[config.mk]
export PLATFORM = sky130hd
export DESIGN_NAME = pc_sequencer
export DESIGN_NICKNAME = d
export VERILOG_FILES = /design/src/rtl/pc_seq_pkg.sv /design/src/rtl/pc_seq_tick_gate.sv /design/src/rtl/pc_sequencer.sv
export SDC_FILE = /design/constraint.sdc
export NUM_CORES = 1
export LEC_CHECK = 0
export CORE_UTILIZATION = 40
export CTS_CLUSTER_DIAMETER = 100
export DETAILED_ROUTE_END_ITERATION = 8
export PLACE_DENSITY = 0.82
export SYNTH_ARGS = -nofsm -noshare
export SYNTH_HDL_FRONTEND = slang
export SYNTH_SLANG_ARGS = --single-unit
[constraint.sdc]
create_clock -name clk -period 3.1 [get_ports clk]
set_input_delay 0.775 -clock clk [delete_from_list [all_inputs] [get_ports clk]]
set_output_delay 0.775 -clock clk [all_outputs]
set_load 0.01 [all_outputs]
[src/rtl/pc_seq_pkg.sv]
// pc_seq_pkg: shared state encoding and mode constants for the ProgramCounter sequencer.
package pc_seq_pkg;
    typedef enum logic [2:0] {
        S_IDLE   = 3'd0,
        S_INIT   = 3'd1,
        S_RUN    = 3'd2,
        S_JUMP   = 3'd3,
        S_DONE   = 3'd4,
        S_PAUSED = 3'd5
    } state_t;
    localparam logic MODE_ONESHOT = 1'b0;
    localparam logic MODE_REPEAT  = 1'b1;
endpackage

[src/rtl/pc_seq_tick_gate.sv]
// pc_seq_tick_gate: qualifies tick against an outstanding PC command (and pause when PC_SEQ_PAUSE_EN).
module pc_seq_tick_gate (
    input  logic tick,
    input  logic pend,
`ifdef PC_SEQ_PAUSE_EN
    input  logic pause,
`endif
    output logic tick_ok
);
`ifdef PC_SEQ_PAUSE_EN
    assign tick_ok = tick & ~pend & ~pause;
`else
    assign tick_ok = tick & ~pend;
`endif
endmodule

[src/rtl/pc_sequencer.sv]
// pc_sequencer: drives ProgramCounter reset/load/inc from start/stop/tick/jump requests.
// Optional pause input and PAUSED state are enabled by defining PC_SEQ_PAUSE_EN.
module pc_sequencer
    import pc_seq_pkg::*;
#(
    parameter int WIDTH      = 8,
    parameter int START_ADDR = 0,
    parameter int END_ADDR   = 200
) (
    input  logic             clk,
    input  logic             reset,
    input  logic             start,
    input  logic             stop,
    input  logic             mode,
    input  logic             tick,
`ifdef PC_SEQ_PAUSE_EN
    input  logic             pause,
`endif
    input  logic             jump_req,
    input  logic [WIDTH-1:0] jump_addr,
    input  logic [WIDTH-1:0] pc_value,
    output logic             pc_reset,
    output logic             pc_load,
    output logic             pc_inc,
    output logic [WIDTH-1:0] pc_reset_val,
    output logic [WIDTH-1:0] pc_load_val,
    output logic             busy,
    output logic             done,
    output logic             wrap
);
    localparam logic [WIDTH-1:0] START_V = WIDTH'(START_ADDR);
    localparam logic [WIDTH-1:0] END_V   = WIDTH'(END_ADDR);

    state_t state;
    logic   mode_q;
    logic   tick_ok;

    assign pc_reset_val = START_V;

    // pc_value is stale for one cycle after an inc/load pulse, so ticks then are dropped
    pc_seq_tick_gate u_gate (
        .tick    (tick),
        .pend    (pc_inc | pc_load),
`ifdef PC_SEQ_PAUSE_EN
        .pause   (pause),
`endif
        .tick_ok (tick_ok)
    );

    always_ff @(posedge clk) begin
        if (reset) begin
            state       <= S_IDLE;
            mode_q      <= MODE_ONESHOT;
            pc_reset    <= 1'b0;
            pc_load     <= 1'b0;
            pc_inc      <= 1'b0;
            wrap        <= 1'b0;
            busy        <= 1'b0;
            done        <= 1'b0;
            pc_load_val <= START_V;
        end else begin
            pc_reset <= 1'b0;
            pc_load  <= 1'b0;
            pc_inc   <= 1'b0;
            wrap     <= 1'b0;
            case (state)
                S_IDLE, S_DONE: begin
                    if (start) begin
                        state    <= S_INIT;
                        pc_reset <= 1'b1;
                        mode_q   <= mode;
                        busy     <= 1'b1;
                        done     <= 1'b0;
                    end
                end
                S_INIT, S_JUMP: begin
                    state <= stop ? S_IDLE : S_RUN;
                    busy  <= ~stop;
                end
                S_RUN: begin
                    if (stop) begin
                        state <= S_IDLE;
                        busy  <= 1'b0;
`ifdef PC_SEQ_PAUSE_EN
                    end else if (pause) begin
                        state <= S_PAUSED;
`endif
                    end else if (jump_req) begin
                        state       <= S_JUMP;
                        pc_load     <= 1'b1;
                        pc_load_val <= jump_addr;
                    end else if (tick_ok) begin
                        if (pc_value != END_V) begin
                            pc_inc <= 1'b1;
                        end else if (mode_q == MODE_REPEAT) begin
                            pc_load     <= 1'b1;
                            pc_load_val <= START_V;
                            wrap        <= 1'b1;
                        end else begin
                            state <= S_DONE;
                            busy  <= 1'b0;
                            done  <= 1'b1;
                        end
                    end
                end
`ifdef PC_SEQ_PAUSE_EN
                S_PAUSED: begin
                    state <= stop ? S_IDLE : (pause ? S_PAUSED : S_RUN);
                    busy  <= ~stop;
                end
`endif
                default: begin
                    state <= S_IDLE;
                    busy  <= 1'b0;
                    done  <= 1'b0;
                end
            endcase
        end
    end
endmodule

After elaboration in Yosys (flattened, before gate mapping)
Index checks and enable logic that the tools add are counted.
{ "word_totals": {"register_bits": 18, "latchBits": 0, "ramBits": 0, "rom_bits": 0, "input_bits": 23, "wordCells": 82, "memories": 0} }
{ "classes": {"n_addsub": 0, "n_mul": 0, "div": 0, "n_lt_le_gt_ge": 0, "eq_ne": 19, "shift": 0, "n_mux": 32, "n_bitwise": 8, "n_reduce_logical": 14} }
{ "ops": {"columns": ["operator", "n"], "rows": [
  ["8-bit two-way mux", 4],
  ["1-bit two-way mux", 18],
  ["3-bit two-way mux", 6],
  ["2-bit != test (second input constant)", 7],
  ["3-bit != test (second input constant)", 4],
  ["4-bit != test (second input constant)", 3],
  ["5-bit AND reduction", 2],
  ["3-bit case mux with 3 select lines", 1],
  ["8-bit != test (second input constant)", 1],
  ["7-bit AND reduction", 1],
  ["3-bit by 2-bit == test with 1-bit output (second input constant)", 2],
  ["1-bit NOT", 6],
  ["1-bit case mux with 3 select lines", 2],
  ["2-bit OR reduction", 3],
  ["5-bit OR reduction", 1],
  ["4-bit AND reduction", 1],
  ["2-bit nonzero test", 2],
  ["4-bit OR reduction", 1],
  ["3-bit by 1-bit == test with 1-bit output (second input constant)", 1],
  ["3-bit == test (second input constant)", 1],
  ["3-bit logical NOT", 1],
  ["3-bit OR reduction", 1],
  ["2-bit two-way mux", 1],
  ["2-bit AND reduction", 1],
  ["2 further kinds", 2]
]} }

Depth between registers and ports, before layout
{ "logic_depth": {"ltp_word": 7, "ltp_mapped": 6, "ltp_nobuf": 4} }

By module
From an unflattened synthesis, not the netlist that was laid out.
{ "hier_totals": {"cells_unflattened": 112, "hier_area_um2": 1004.7} }
{ "modules_own_cells": {"columns": ["module", "instances", "cells_each", "area_each_um2"], "rows": [
  ["pc_sequencer", 1, 111, 991.0],
  ["pc_seq_tick_gate", 1, 1, 13.8]
]} }

Worst setup path before layout
No wires, ideal clock.
{ "synth_timing": {"path_type": "input to register", "startpoint": "in pc_value[2]", "endpoint": "reg state[1]", "t_arrival_ns": 2.060, "t_required_ns": 2.970, "path_slack_ns": 0.910, "path_stages": 4, "cell_sequence": "or4b_4 or4_1 a21oi_1 nor4_1"} }
{ "synth_via": {"elab_chain_cells": 3} }
{ "synth_lines": {"columns": ["element", "line", "source"], "rows": [
  ["start: declaration", "pc_sequencer.sv:21", "input logic [WIDTH-1:0] pc_value,"],
  ["8-bit != test", "pc_sequencer.sv:93", "if (pc_value != END_V) begin"],
  ["4-bit != test (no line)", null, null],
  ["4-bit AND reduction (no line)", null, null],
  ["end signal: assignment", "pc_sequencer.sv:77", "state <= stop ? S_IDLE : S_RUN;"],
  ["end: declaration", "pc_sequencer.sv:34", "state_t state;"]
]} }
No other way between the ends.
A chain may end at the register's enable or synchronous reset.

Worst setup path in the final report
{ "layout_timing": {"startpoint": "in jump_req", "endpoint": "reg state[1]"} }
{ "layout_via": {"elab_chain_cells": 3} }
{ "layout_lines": {"columns": ["element", "line", "source"], "rows": [
  ["start: declaration", "pc_sequencer.sv:19", "input logic jump_req,"],
  ["3-bit two-way mux", "pc_sequencer.sv:88", "end else if (jump_req) begin"],
  ["3-bit two-way mux", "pc_sequencer.sv:81", "if (stop) begin"],
  ["3-bit case mux with 3 select lines", "pc_sequencer.sv:66", "case (state)"]
]} }
Parallel ways exist; a longest one is shown, timed or not.

==> impl_metrics.tcl <==
set metrics [dict create \
    status "finished clean" \
    cts-root-buf "clkbuf_4" \
    skew_ns 0.002875 \
    final_common_cell "clkdlybuf4s50_1" \
    clk_latency_ns 0.30 \
    h-tree-depth 1 \
    avgSynthCellArea_sq_um 9.370 \
    post_drt_wl_per_cell_um 13.77 \
    fin_area_sq_um 1204 \
    via_per_inst 5.273 \
    cts_resized 0 \
    cp-end-kind "register" \
    leakagePower_nw 0.4301 \
    placed_area_sq_um 1167 \
    cellPowerDensity_nw_per_um2 383.8 \
    gr-total-overflow 0 \
    clk_pin_slew_worst_paths_ns 0.10 \
    routed_wl_mm 2.065 \
    floorplan.die_area_sq_um 2247 \
    core-area_sq_um 1942 \
    cts_hold_buf 0 \
    fmax_mhz 415.2 \
    whs_path_depth 1 \
    maxCapViolCount 0 \
    synth_area_sq_um 824.5 \
    synthCells 88 \
    antenna_found_initial 0 \
    path_max_fanout 6 \
    crit_type "input pin to register" \
    grt_pass1_wl_mm 3.049 \
    insertedDiodeCount 0 \
    gp_congestion 0.8093 \
    crit_slowest_cell "or4b_1" \
    start_kind "input pin" \
    rsz0062_at_grt "false" \
    drt_iter0_drc 28 \
    critPathArrivalTime_ns 2.59 \
    grt_max_degree 12 \
    cts_max_path_buffers 2 \
    setup-violations-final 0 \
    layout-drive-gt1-share 0.08130 \
    dr_total_vias 791 \
    synth-seq-area-share 0.4370 \
    tightest_slew_ns 0.9272 \
    post_cts_buffers 0 \
    finalCritPeriodShare 0.7769 \
    pre_cts_slack_ns 0.3814 \
    cp.buffers_inverters 1 \
    setup_ws_ns 0.6917 \
    required_ns 3.29 \
    grt_pass1_vias 712 \
    port_buffers 36 \
    crit_chain "clkdlybuf4s50_1 -> or4b_1 -> or4_1 -> a21oi_1 -> nor4_1" \
    hold_viol_final 0 \
    cts_inserted_buffers 3 \
    nets 147 \
    drtAntennaViolNets 0 \
    grt.total_usage 0.2017 \
    clkSinkCount 18 \
    report.final.slew_viol_count 0 \
    synth_cell_types 29 \
    peakVddDrop_mv 0.2155 \
    crit_cells 5 \
    maxSlewHeadroom 0.3766 \
    io_pins 45 \
    die_y_um 47.40 \
    dp_hpwl_mm 1.510 \
    initial_core_util 0.4246 \
    area_growth_pct 45.98 \
    die_w_um 47.40 \
    synth_warnings 0 \
    crit_family "simple AND/OR/NAND/NOR gates" \
    dr.pass1.iters 4 \
    ys_ff_latch 18 \
    row_count 16 \
    drc_errors 0 \
    utilization 0.6198 \
    worst_path_largest_cell_delay_ns 0.66 \
    period_needed_ns 2.408 \
    cts_tree "built" \
    final_cell_mix "clkdlybuf4s50_1 (36), dfxtp_1 (18), nor2_1 (10)" \
    min_path_type "register to register" \
    setup_tns_ns 0 \
    ff2ff_path_depth 4 \
]
power by group:
part | switching (mW) | internal (mW)
clock network | 0.0741 | 0.0717
logic | 0.0304 | 0.0419
registers | 0.00723 | 0.237
total | 0.112 | 0.350
synthesized netlist by cell type:
master | n | area share
nor2_1 | 10 | 0.046
nand2_1 | 3 | 0.014
a22o_1 | 9 | 0.096
or4_1 | 1 | 0.0091
nor4_2 | 1 | 0.015
o21bai_1 | 1 | 0.0091
buf_2 | 2 | 0.012
a31oi_1 | 1 | 0.0076
or4b_4 | 1 | 0.017
a21oi_1 | 4 | 0.024
o31ai_1 | 1 | 0.0091
buf_4 | 8 | 0.073
or4b_1 | 1 | 0.012
nor3_1 | 5 | 0.030
conb_1 | 1 | 0.0045
dfxtp_1 | 18 | 0.44
inv_1 | 2 | 0.0091
nand4bb_1 | 1 | 0.014
nor4_4 | 1 | 0.026
or3b_2 | 2 | 0.021
nor2b_1 | 1 | 0.0076
or3_1 | 1 | 0.0076
clkbuf_1 | 2 | 0.0091
and2_1 | 1 | 0.0076
nand3_1 | 1 | 0.0061
o21ai_0 | 3 | 0.018
nand4b_1 | 1 | 0.011
nor4_1 | 4 | 0.030
a2111oi_2 | 1 | 0.018
metrics by stage:
step / power [mW] / instances / hold slack, ns
final: 0.4619 / 150 / 0.4841
after global routing: 0.4834 / 150 / 0.5007
after CTS: 0.4641 / 150 / 0.4864
after detailed placement: 0.3203 / 146 / 0.4543
after global placement: 0.3178 / 146 / 0.4568
after floorplan: 0.2867 / 95 / 0.4692
worst register-to-register path, cell delays in order, from the launching register on:
cell and delay (ns):
dfxtp_1 0.51, or3b_2 0.53, nor3_1 0.28, and2_1 0.34
a22o_1 0.20
flip-flops by register name (all words and copies together) (netlist names):
register / count
pc_load: 1
mode_q: 1
pc_load_val: 8
pc_inc: 1
state: 3
wrap: 1
pc_reset: 1
done: 1
busy: 1
cell families (layout without fill, tap and decap cells):
| family | count (synthesis) | in the layout | share of synthesized area |
|---|---|---|---|
| AOI/OAI and AO/OA | 20 | 20 | 0.1821 |
| buffers and inverters | 14 | 42 | 0.1032 |
| DFF | 18 | 18 | 0.4370 |
| other | 1 | 8 | 0.004548 |
| and+or+nand+nor | 35 | 35 | 0.2731 |
routing by layer:
metal  GRT usage  wire (um)  up-vias
li1            -          -      377
met1      0.1982        762      365
met2      0.3890       1084       45
met3     0.03077        172        4
met4      0.1200         45        0
met5           0          0        -
layout make-up:
type / instances / area [sq um]
multi-input cells: 63 / 405.4
clock buffers: 4 / 36.28
repair buffers: 36 / 360.3
flip-flops and latches: 18 / 360.3
fillers: 173 / 738.2
well taps: 27 / 33.78
inverters: 2 / 7.507
final timing paths:
check	start	end	slack (ns)
min	pc_load_val[0]$_SDFFE_PP0P_	pc_load_val[0]$_SDFFE_PP0P_	0.48
max reg2reg	state[1]$_SDFFE_PP0P_	pc_load_val[6]$_SDFFE_PP0P_	1.18
min reg2reg	pc_load_val[0]$_SDFFE_PP0P_	pc_load_val[0]$_SDFFE_PP0P_	0.48
max	jump_req	state[1]$_SDFFE_PP0P_	0.69
(Power assumes the default switching activity.)
